[src/rtl/bp_fe_queue_rollback_pkg.sv]
// Shared FE queue types: pointer width and the wrap/index pointer struct.
package bp_fe_queue_rollback_pkg;

  localparam int unsigned fe_queue_els_gp = 8;
  localparam int unsigned ptr_width_lp    = $clog2(fe_queue_els_gp) + 1;

  typedef struct packed {
    logic                    wrap;
    logic [ptr_width_lp-2:0] idx;
  } bp_fe_queue_ptr_s;

  localparam logic [ptr_width_lp-1:0] ptr_one_lp = ptr_width_lp'(1);

  // Wrap and index increment together, so the pointer rolls from 2*els-1 to 0.
  function automatic bp_fe_queue_ptr_s ptr_inc(input bp_fe_queue_ptr_s p);
    return bp_fe_queue_ptr_s'(p + ptr_one_lp);
  endfunction

endpackage

[src/rtl/bp_fe_queue_rollback_mem.sv]
// FE queue storage: 1R1W register file, synchronous write, asynchronous read, no reset.
module bp_fe_queue_rollback_mem
  import bp_fe_queue_rollback_pkg::*;
#(
  parameter int unsigned els_p   = fe_queue_els_gp,
  parameter int unsigned width_p = 64
) (
  input  logic                     clk_i,
  input  logic                     w_v_i,
  input  logic [$clog2(els_p)-1:0] w_addr_i,
  input  logic [width_p-1:0]       w_data_i,
  input  logic [$clog2(els_p)-1:0] r_addr_i,
  output logic [width_p-1:0]       r_data_o
);

  logic [width_p-1:0] mem_q [els_p];

  always_ff @(posedge clk_i) begin
    if (w_v_i) mem_q[w_addr_i] <= w_data_i;
  end

  assign r_data_o = mem_q[r_addr_i];

endmodule

[src/rtl/bp_fe_queue_rollback.sv]
// FE queue producer end with speculative read (yumi), commit (deq), rewind (roll) and flush (clr).
module bp_fe_queue_rollback
  import bp_fe_queue_rollback_pkg::*;
#(
  parameter int unsigned els_p   = fe_queue_els_gp,
  parameter int unsigned width_p = 64
) (
  input  logic               clk_i,
  input  logic               reset_n_i,
  input  logic [width_p-1:0] fe_queue_i,
  input  logic               fe_queue_v_i,
  output logic               fe_queue_ready_o,
  output logic [width_p-1:0] fe_queue_o,
  output logic               fe_queue_v_o,
  input  logic               fe_queue_yumi_i,
  input  logic               fe_queue_deq_i,
  input  logic               fe_queue_roll_i,
  input  logic               fe_queue_clr_i
);

  bp_fe_queue_ptr_s wptr_q, wptr_d;
  bp_fe_queue_ptr_s rptr_q, rptr_d;
  bp_fe_queue_ptr_s cptr_q, cptr_d;

  logic               empty, full;
  logic               enq, yumi_ok, deq_ok;
  logic [width_p-1:0] r_data;

  // Fullness is measured against the commit pointer so consumed-but-uncommitted entries survive.
  assign empty = (rptr_q == wptr_q);
  assign full  = (wptr_q.idx == cptr_q.idx) && (wptr_q.wrap != cptr_q.wrap);

  assign fe_queue_v_o     = ~empty;
  assign fe_queue_ready_o = ~full;

  assign enq     = fe_queue_v_i & ~full;
  assign yumi_ok = fe_queue_yumi_i & ~empty;
  assign deq_ok  = fe_queue_deq_i & (cptr_q != rptr_q);

  always_comb begin
    wptr_d = wptr_q;
    rptr_d = rptr_q;
    cptr_d = cptr_q;
    if (enq)    wptr_d = ptr_inc(wptr_q);
    if (deq_ok) cptr_d = ptr_inc(cptr_q);
    if (fe_queue_roll_i) rptr_d = cptr_d;
    else if (yumi_ok)    rptr_d = ptr_inc(rptr_q);
    if (fe_queue_clr_i) begin
      wptr_d = '0;
      rptr_d = '0;
      cptr_d = '0;
    end
  end

  always_ff @(posedge clk_i or negedge reset_n_i) begin
    if (!reset_n_i) begin
      wptr_q <= '0;
      rptr_q <= '0;
      cptr_q <= '0;
    end else begin
      wptr_q <= wptr_d;
      rptr_q <= rptr_d;
      cptr_q <= cptr_d;
    end
  end

  bp_fe_queue_rollback_mem #(
    .els_p   (els_p),
    .width_p (width_p)
  ) mem (
    .clk_i    (clk_i),
    .w_v_i    (enq & ~fe_queue_clr_i),
    .w_addr_i (wptr_q.idx),
    .w_data_i (fe_queue_i),
    .r_addr_i (rptr_q.idx),
    .r_data_o (r_data)
  );

  // Storage is never reset, so the read data is gated while nothing is readable.
  assign fe_queue_o = empty ? '0 : r_data;

`ifndef SYNTHESIS
  always_ff @(posedge clk_i) begin
    if (reset_n_i && !fe_queue_clr_i) begin
      assert (!(fe_queue_yumi_i && empty));
      assert (!(fe_queue_deq_i && (cptr_q == rptr_q)));
    end
  end
`endif

endmodule

[config.mk]
export PLATFORM = sky130hd
export DESIGN_NAME = bp_fe_queue_rollback
export DESIGN_NICKNAME = d
export VERILOG_FILES = /design/src/rtl/bp_fe_queue_rollback_pkg.sv /design/src/rtl/bp_fe_queue_rollback_mem.sv /design/src/rtl/bp_fe_queue_rollback.sv
export SDC_FILE = /design/constraint.sdc
export NUM_CORES = 1
export LEC_CHECK = 0
export BUFFER_PORTS_ARGS = -buffer_cell sky130_fd_sc_hd__buf_2
export CELL_PAD_IN_SITES_DETAIL_PLACEMENT = 1
export CELL_PAD_IN_SITES_GLOBAL_PLACEMENT = 1
export CORE_MARGIN = 2
export CORE_UTILIZATION = 49
export CTS_BUF_LIST = sky130_fd_sc_hd__clkbuf_8
export DETAILED_ROUTE_END_ITERATION = 10
export PLACE_DENSITY_LB_ADDON = 0.1
export SYNTH_ARGS = -nofsm -noshare
export SYNTH_HDL_FRONTEND = slang
export SYNTH_SLANG_ARGS = --single-unit
export TNS_END_PERCENT = 50
[constraint.sdc]
create_clock -name clk_i -period 11.35 [get_ports clk_i]
set_clock_uncertainty 0.2 [all_clocks]
set_input_delay 2.27 -clock clk_i [delete_from_list [all_inputs] [get_ports clk_i]]
set_output_delay 2.27 -clock clk_i [all_outputs]
set_load 0.05 [all_outputs]
# Yosys cells after proc, flatten, opt, wreduce, memory -nomap -nowiden
# Memories as Yosys holds them, arrays and structs flattened.
# Index checks and enable logic that the tools add are counted.
[totals]
memories = 1
wordCells = 34
out_inout_bits = 66
input_bits = 71
ff_bits = 12
ram_bits = 512
[op_classes]
n_mux = 10
eq_ne = 4
n_reduce_logical = 3
add_sub_neg = 3
n_bitwise = 7
[mem_list]
columns = ["name", "words", "width", "rd", "rd_clocked_by_memory_dff", "write_ports", "line_no", "rtl"]
rows = [
  ["mem.mem_q", 8, 64, 1, 0, 1, "bp_fe_queue_rollback_mem.sv:16", "logic [width_p-1:0] mem_q [els_p];"],
]
[ops]
columns = ["cell", "n"]
rows = [
  ["two-way mux 64 bit", 1],
  ["two-way mux 4 bit", 7],
  ["adder 4 x 1 -> 4 bit, second input constant", 3],
  ["AND 1 bit", 4],
  ["equality test 4 bit", 1],
  ["!= test 4 bit", 1],
  ["equality test 3 bit", 1],
  ["NOT 1 bit", 3],
  ["nonzero test 3 bit", 1],
  ["two-way mux 1 bit", 2],
  ["nonzero test 2 bit", 1],
  ["logical AND 1 bit", 1],
  ["!= test 1 bit", 1],
]

# Logic depth before layout (Yosys ltp)
# Gate-level depths: netlist of the first run.
[depth]
ltp_word = 7
depth_mapped = 7

# Hierarchy
# From an unflattened synthesis of the first run, not the netlist that was laid out.
[hier_totals]
hier_cells = 898
hier_area_um2 = 20464.6
[modules_own_cells]
columns = ["mod", "area_per_inst_um2", "cells_each", "instances"]
rows = [
  ["bp_fe_queue_rollback_mem", 19266.0, 752, 1],
  ["bp_fe_queue_rollback", 1198.6, 146, 1],
]

# Least setup slack after synthesis of the first run
# No wires, ideal clock.
[synth_path]
path_kind = "input -> register"
start = "in fe_queue_v_i"
end = "mem mem.mem_q[0][0], enable pin"
slack_ns = 1.670
path_buffers = 0
t_arrival_ns = 8.829
setup_time_ns = 0.651
stages = 4
t_required_ns = 10.499
path_cell_list = "inv_1 -> a41oi_2 -> nand2b_1 -> nor4_1"
[synth_via]
elab_chain_len = 4
[synth_lines]
columns = ["item", "line_no", "rtl"]
rows = [
  ["start, declared", "bp_fe_queue_rollback.sv:11", "input logic fe_queue_v_i,"],
  ["AND 1 bit", "bp_fe_queue_rollback.sv:36", "assign enq = fe_queue_v_i & ~full;"],
  ["AND 1 bit", "bp_fe_queue_rollback.sv:72", ".w_v_i (enq & ~fe_queue_clr_i),"],
  ["two-way mux 1 bit", "bp_fe_queue_rollback_mem.sv:19", "if (w_v_i) mem_q[w_addr_i] <= w_data_i;"],
  ["two-way mux 1 bit (not written as such)", "bp_fe_queue_rollback_mem.sv:19", ""],
  ["end, declared", "bp_fe_queue_rollback_mem.sv:16", ""],
]
# Every way passes these cells.

# Final worst setup path of the first run
[layout_path]
start = "reg rptr_q[0] (netlist name)"
end = "out fe_queue_o[3]"
[layout_via]
elab_chain_len = 2
elab_cells_between_ends = 3
classes_between = "1 x eq/ne; 1 x mux; 1 x memory"
[layout_lines]
columns = ["item", "line_no", "rtl"]
rows = [
  ["start, declared", "bp_fe_queue_rollback.sv:22", "bp_fe_queue_ptr_s rptr_q, rptr_d;"],
  ["start signal, assigned", "bp_fe_queue_rollback.sv:62", "rptr_q <= rptr_d;"],
  ["memory read (8 x 64 bit) / equality test 4 bit (equally long branches)", "n/a", ""],
  ["two-way mux 64 bit (*)", "bp_fe_queue_rollback.sv:80", "assign fe_queue_o = empty ? '0 : r_data;"],
  ["end, declared", "bp_fe_queue_rollback.sv:13", "output logic [width_p-1:0] fe_queue_o,"],
]
# Every way passes the cells marked *; elsewhere a longest branch is shown, timed or not.

==> results of run 1 <==
## routing by layer
layer / GRT usage / vias up
met4: 0.0623 / 6
li1: - / 4131
met5: 0 / -
met2: 0.323 / 232
met1: 0.292 / 5044
met3: 0.0384 / 50
## cells by family (layout without fill, tap and decap cells)
group | count (synthesis) | count (layout) | synth area share
AOI/OAI and AO/OA | 7 | 7 | 0.00421
xor gates and xnor gates | 21 | 21 | 0.00947
adders and majority gates | 3 | 3 | 0.00186
buffers and inverters | 53 | 303 | 0.0121
DFF | 524 | 524 | 0.775
muxes | 195 | 195 | 0.176
other | 0 | 1 | 0
and+or+nand+nor | 101 | 101 | 0.0216
## cells in the final DEF, fill, tap and decap left out, drive strengths merged, types with 9 or more instances in the layout
master / n
edfxtp: 512
buf: 158
mux4: 128
clkbuf: 89
nor2: 75
mux2i: 66
inv: 33
clkinv: 22
xor2: 12
dfrtp: 12
xnor2: 9
## critical path: cells and delay by family (launching register included)
kind,cells,cell delay [ns]
simple gates,2,0.51
xor+xnor,1,0.26
flops,1,0.95
buf+inv,3,1.61
## worst paths after layout
path / slack (ns) / depth (start not counted) / endpoint
worst max-delay path: 4.88 / 6 / fe_queue_o[3]
worst min-delay path: 0.43 / 2 / wptr_q[3]$_DFFE_PN0P_
worst max register to register: 7.56 / 7 / rptr_q[1]$_DFFE_PN0P_
worst min register to register: 0.43 / 2 / wptr_q[3]$_DFFE_PN0P_
max in group asynchronous: 9.35 / 1 / rptr_q[0]$_DFFE_PN0P_
min in group asynchronous: 1.32 / 1 / wptr_q[2]$_DFFE_PN0P_
## power breakdown
part | total [µW] | leakage, µW | switching (µW) | internal, µW
clock | 1410 | 0.000843 | 693 | 715
combinational | 1070 | 0.00185 | 692 | 376
sequential | 2210 | 0.00478 | 50.1 | 2160
total | 4690 | 0.00748 | 1440 | 3250
## metrics by stage
| stage | hold slack, ns | worst slack (ns) |
|---|---|---|
| 6_report | 0.427 | 4.88 |
| 2_1_floorplan | 0.360 | 1.67 |
| 3_3_place_gp | 0.399 | 5.41 |
| 5_1_grt | 0.479 | 4.45 |
| 3_5_place_dp | 0.413 | 5.36 |
| 4_1_cts | 0.426 | 4.67 |
## final cells by class
class,instances,area (µm²)
clock inverters,52,206
fillers,3545,17800
diodes,1,2.50
multi-input cells,327,4360
repair buffers,158,846
well taps,532,666
clock buffers,89,1220
inverters,4,15.0
flip-flops and latches,524,15700
## flip-flops by register name, summed over array words and instances (netlist names)
signal,cells
wptr_q,4
rptr_q,4
mem.mem_q,512
cptr_q,4
==> impl_metrics.csv, run 1 <==
group,metric,value,unit
status,outcome,"complete, no violations",
die,core,0.0408,mm²
power_and_ir_drop,ir_drop,0.000135,V
final_layout,area_growth,13.8,%
synth,synth_most_common_cell,"edfxtp_1",
drt,viasPerCell,5.61,
sta,final_hold_viol_count,0,
worst_hold_path,min_from,"wptr_q[3]$_DFFE_PN0P_",
worst_setup_path,startpoint,"rptr_q[0]$_DFFE_PN0P_",
placed_design,hpwl,22700,µm
cts,clockBufferDepth,3,
worst_hold_path,hp-class,"flop to flop",
synth,synthesis.nets,978,
worst_setup_path,worstPathArrival,4.00,ns
synth,synth_area_leader_cell,"edfxtp_1",
synth,ys_top_cells_by_count,"edfxtp_1, mux4_2, nor2_1",
final_layout,final_layout_size_suffix_gt1_frac,0.347,
drt,firstDrtPassIters,5,
drt,dr_wl_met2,20800,µm
grt,grt_overflow,0,
synth,synth_cell_type_count,32,
final_layout,finalNonFillerCells,1687,
drt,dr_wl_met3,2090,µm
die,initial_core_util,0.495,
drt,route.detailed.drc,0,
synth,synth_top_area_share,0.760,
placed_design,io_buffers,136,
synth,syn_inst,904,
placed_design,dpl-instance-area,0.0216,mm²
worst_setup_path,r2r-start,"rptr_q[1]$_DFFE_PN0P_",
grt,grt_pass1_wl,65000,µm
cts,htree_levels,3,
synth,synth_edf_count,512,
drt,drtIter0Drc,609,
drt,antenna_left,0,
sta,tns,0,ns
cts,cts_root_buf,"clkbuf_8",
sta,setup_viol,0,
synth,syn_area_per_cell,22.4,µm²
worst_setup_path,crit_path_cell_trace,"buf_4 > xor2_1 > nor4_4 > buf_4 > nor2_1 > buf_2",
die,dieArea,0.0429,mm²
drt,wl,42800,µm
sta,rsz0062_at_grt,"no",
final_layout,fin_area,0.0230,mm²
flow_run,drv_cap,0,
sta,min_period,6.47,ns
placed_design,place_inst,1545,
sta,fin_crit_sh,0.570,
final_layout,fin_nets,1173,
synth,syn-cell-area,0.0202,mm²
grt,antenna_found_initial,5,
cts,clock_sinks,524,
die,die_width,207,µm
worst_setup_path,cpPeakStageDelay,0.95,ns
worst_setup_path,endpoint_kind,"output port",
synth,ys_ff_latch,524,
grt,grt_use_total,0.204,
worst_setup_path,startpoint_type,"flop",
die,die_h,207,µm
cts,postCtsSetupRepairBufs,0,
placed_design,gp_congestion,0.703,
cts,cts_resized,0,
power_and_ir_drop,cellPowerDensity,204,mW/mm²
synth,netlist_top_cells_area,"edfxtp_1, mux4_2, mux2i_1",
sta,maxSlewViolCount,0,
worst_setup_path,crit_path_frequent_cell,"buf_4",
cts,cts_tree,"yes",
sta,worst_slew_pin_slew,1.07,ns
cts,cts_buffers,84,
worst_setup_path,worstSetupPathType,"flop to output port",
die,io_pins,137,
worst_setup_path,critPathSlowestCell,"dfrtp_4",
synth,synth_ff_type,"edfxtp_1",
synth,yosys_warnings,0,
drt,routedWlPerCell,25.4,µm
power_and_ir_drop,p_leak,0.00748,µW
die,rows,74,
drt,highest_layer,"met5",
grt,grt_pass1_vias,10312,
synth,seq_area_frac_synth,0.775,
sta,slew_headroom,0.285,
final_layout,utilization,0.563,
drt,m1WireLength,19300,µm
drt,num_vias,9463,
cts,hold_buffers,0,
cts,clkSlewWorstSetupHoldPaths,0.06,ns
grt,grt_max_degree,59,
sta,fmax,154,MHz
cts,clock_latency,0.62,ns
worst_setup_path,critical_path_required,8.88,ns
worst_setup_path,worstPathMaxFanout,51,
synth,async_reset_ff_frac,0.0229,
power_and_ir_drop,total_power,4690,µW
Power figures use the tool's default switching activity.
==> inputs of run 2 (changes only) <==
Clock period 11.35 ns to 6.5 ns, I/O delays scaled along.
==> impl_metrics.csv, run 2 (same netlist as run 1, synthesis figures left out) <==
group,metric,value,unit
status,outcome,"complete, no violations",
sta,setup_viol,0,
die,dieArea,0.0429,mm²
die,initial_core_util,0.495,
worst_setup_path,crit_path_cell_trace,"buf_4 > mux4_2 > mux2i_1 > nor2_1 > buf_2",
placed_design,gp_congestion,0.746,
die,rows,74,
cts,cts_root_buf,"clkbuf_8",
grt,grt_overflow,0,
drt,wl,42000,µm
sta,worst_slew_pin_slew,1.12,ns
drt,viasPerCell,5.59,
grt,use_met3,0.0402,
final_layout,final_layout_size_suffix_gt1_frac,0.345,
final_layout,layout_commonest_cell,"edfxtp_1",
worst_hold_path,hp-class,"input pin to async pin",
cts,postCtsSetupRepairBufs,0,
grt,grt_max_degree,134,
cts,clock_latency,0.64,ns
sta,maxSlewViolCount,0,
worst_setup_path,endpoint,"fe_queue_o[60]",
sta,fin_ws,1.65,ns
worst_setup_path,reg2reg_depth,5,
worst_setup_path,path_delay_family,"buffers and inverters",
cts,cts_resized,0,
worst_setup_path,path_depth,5,
die,die_h,207,µm
grt,grtUsageMet1,0.284,
final_layout,fin_area,0.0231,mm²
worst_setup_path,reg2reg_to,"mem.mem_q[0][45]$_DFFE_PP_",
final_layout,largest_reg_flops,512,
sta,final_hold_viol_count,0,
grt,grt_use_total,0.202,
sta,min_period,4.85,ns
worst_setup_path,worstPathArrival,3.35,ns
sta,slew_headroom,0.253,
worst_setup_path,cpPeakStageDelay,0.87,ns
die,die_width,207,µm
cts,hold_buffers,0,
worst_setup_path,critical_path_required,5.00,ns
sta,fmax,206,MHz
cts,clockBufferDepth,3,
cts,clock_sinks,524,
drt,drtIter0Drc,605,
grt,grt_pass1_vias,10520,
drt,antenna_left,0,
power_and_ir_drop,ir_drop,0.000217,V
cts,clkSlewWorstSetupHoldPaths,0.06,ns
placed_design,pre_cts_slack,2.22,ns
placed_design,dpl-instance-area,0.0216,mm²
power_and_ir_drop,cellPowerDensity,357,mW/mm²
grt,top_usage_layer,"met2",
final_layout,final_cell_mix,"edfxtp_1, buf_2, mux4_2, clkbuf_8, nor2_1",
final_layout,nFillCells,3547,
placed_design,hpwl,21900,µm
worst_setup_path,worstPathMaxFanout,34,
grt,grt_pass1_wl,65100,µm
worst_setup_path,reg2reg_slack,3.25,ns
worst_setup_path,r2r-start,"wptr_q[0]$_DFFE_PN0P_",
sta,rsz0062_at_grt,"no",
final_layout,regMostFlops,"mem.mem_q",
flow_run,drv_cap,0,
power_and_ir_drop,p_leak,0.00750,µW
drt,routedWlPerCell,24.8,µm
grt,antenna_found_initial,7,
cts,cts_buffers,86,
worst_setup_path,critPathBufInv,2,
worst_setup_path,startpoint,"rptr_q[0]$_DFFE_PN0P_",
placed_design,io_buffers,136,
cts,cts_tree,"yes",
final_layout,area_growth,14.2,%
final_layout,fin_nets,1175,
worst_setup_path,worstSetupPathType,"flop to output port",
worst_setup_path,critPathSlowestCell,"dfrtp_4",
drt,firstDrtPassIters,5,
drt,route.detailed.drc,0,
drt,num_vias,9488,
cts,htree_levels,3,
die,core,0.0408,mm²
worst_setup_path,startpoint_type,"flop",
die,io_pins,137,
sta,fin_crit_sh,0.746,
worst_setup_path,endpoint_kind,"output port",
grt,met2_usage,0.319,
-- run 2: changes by cell type in the layout (fill, tap and decap cells not counted), moves of 2 or more --
cell | before | now
buf_12 | 0 | 2
buf_4 | 22 | 20
clkinv_1 | 16 | 18
clkinv_2 | 6 | 3
clkinvlp_4 | 1 | 3
diode_2 | 1 | 5
inv_1 | 33 | 36
-- run 2: through the flow --
stage               setup TNS [ns]  hold slack, ns  cells  total power [µW]   util
floorplan                  -386.08           0.360    904              5380      -
global placement                 0           0.395   1545              5820  0.529
detailed placement               0           0.403   1545              5830  0.529
CTS                              0           0.308   1691              8370  0.565
global route                     0           0.325   1693              8610  0.565
finish                           0           0.346   1696              8240  0.566
-- run 2: how the worst min path moves through the flow --
stage / start / endpoint / slack [ns] / depth (start not counted)
after CTS: reset_n_i / cptr_q[3]$_DFF_PN0_ / 0.31 / 1
after global routing: reset_n_i / cptr_q[3]$_DFF_PN0_ / 0.33 / 1
final: reset_n_i / cptr_q[3]$_DFF_PN0_ / 0.35 / 1
after detailed placement: wptr_q[3]$_DFFE_PN0P_ / wptr_q[3]$_DFFE_PN0P_ / 0.40 / 2
after global placement: wptr_q[3]$_DFFE_PN0P_ / wptr_q[3]$_DFFE_PN0P_ / 0.40 / 2
after floorplan: wptr_q[3]$_DFFE_PN0P_ / wptr_q[3]$_DFFE_PN0P_ / 0.36 / 2
-- run 2: cell type report --
class / count / area, µm² / area share
sequential: 524 / 15700 / 0.679
multi-input combinational: 327 / 4370 / 0.189
clock buffer: 88 / 1210 / 0.0524
timing repair buffer: 158 / 871 / 0.0377
tap: 532 / 666 / 0.0288
clock inverter: 58 / 264 / 0.0114
inverter: 4 / 15.0 / 0.000650
antenna: 5 / 12.5 / 0.000542
-- run 2: worst reg2reg max path: cells and delay by family, from the launching register on --
family          cells  cell delay (ns)
compound gates      1             0.44
xor+xnor            1             0.20
buf+inv             1             0.81
flops               1             0.67
simple gates        2             0.49
-- run 2: per-layer routing --
metal,vias up,wire [µm],share of wire
li1,4151,-,-
met1,5042,18900,0.45
met2,223,20400,0.49
met3,70,1910,0.046
met4,2,815,0.019
met5,-,12,0.00029
-- run 2: report_power, final --
part / internal (µW) / switching, µW
combinational: 663 / 1220
sequential: 3770 / 72.9
clock: 1280 / 1230
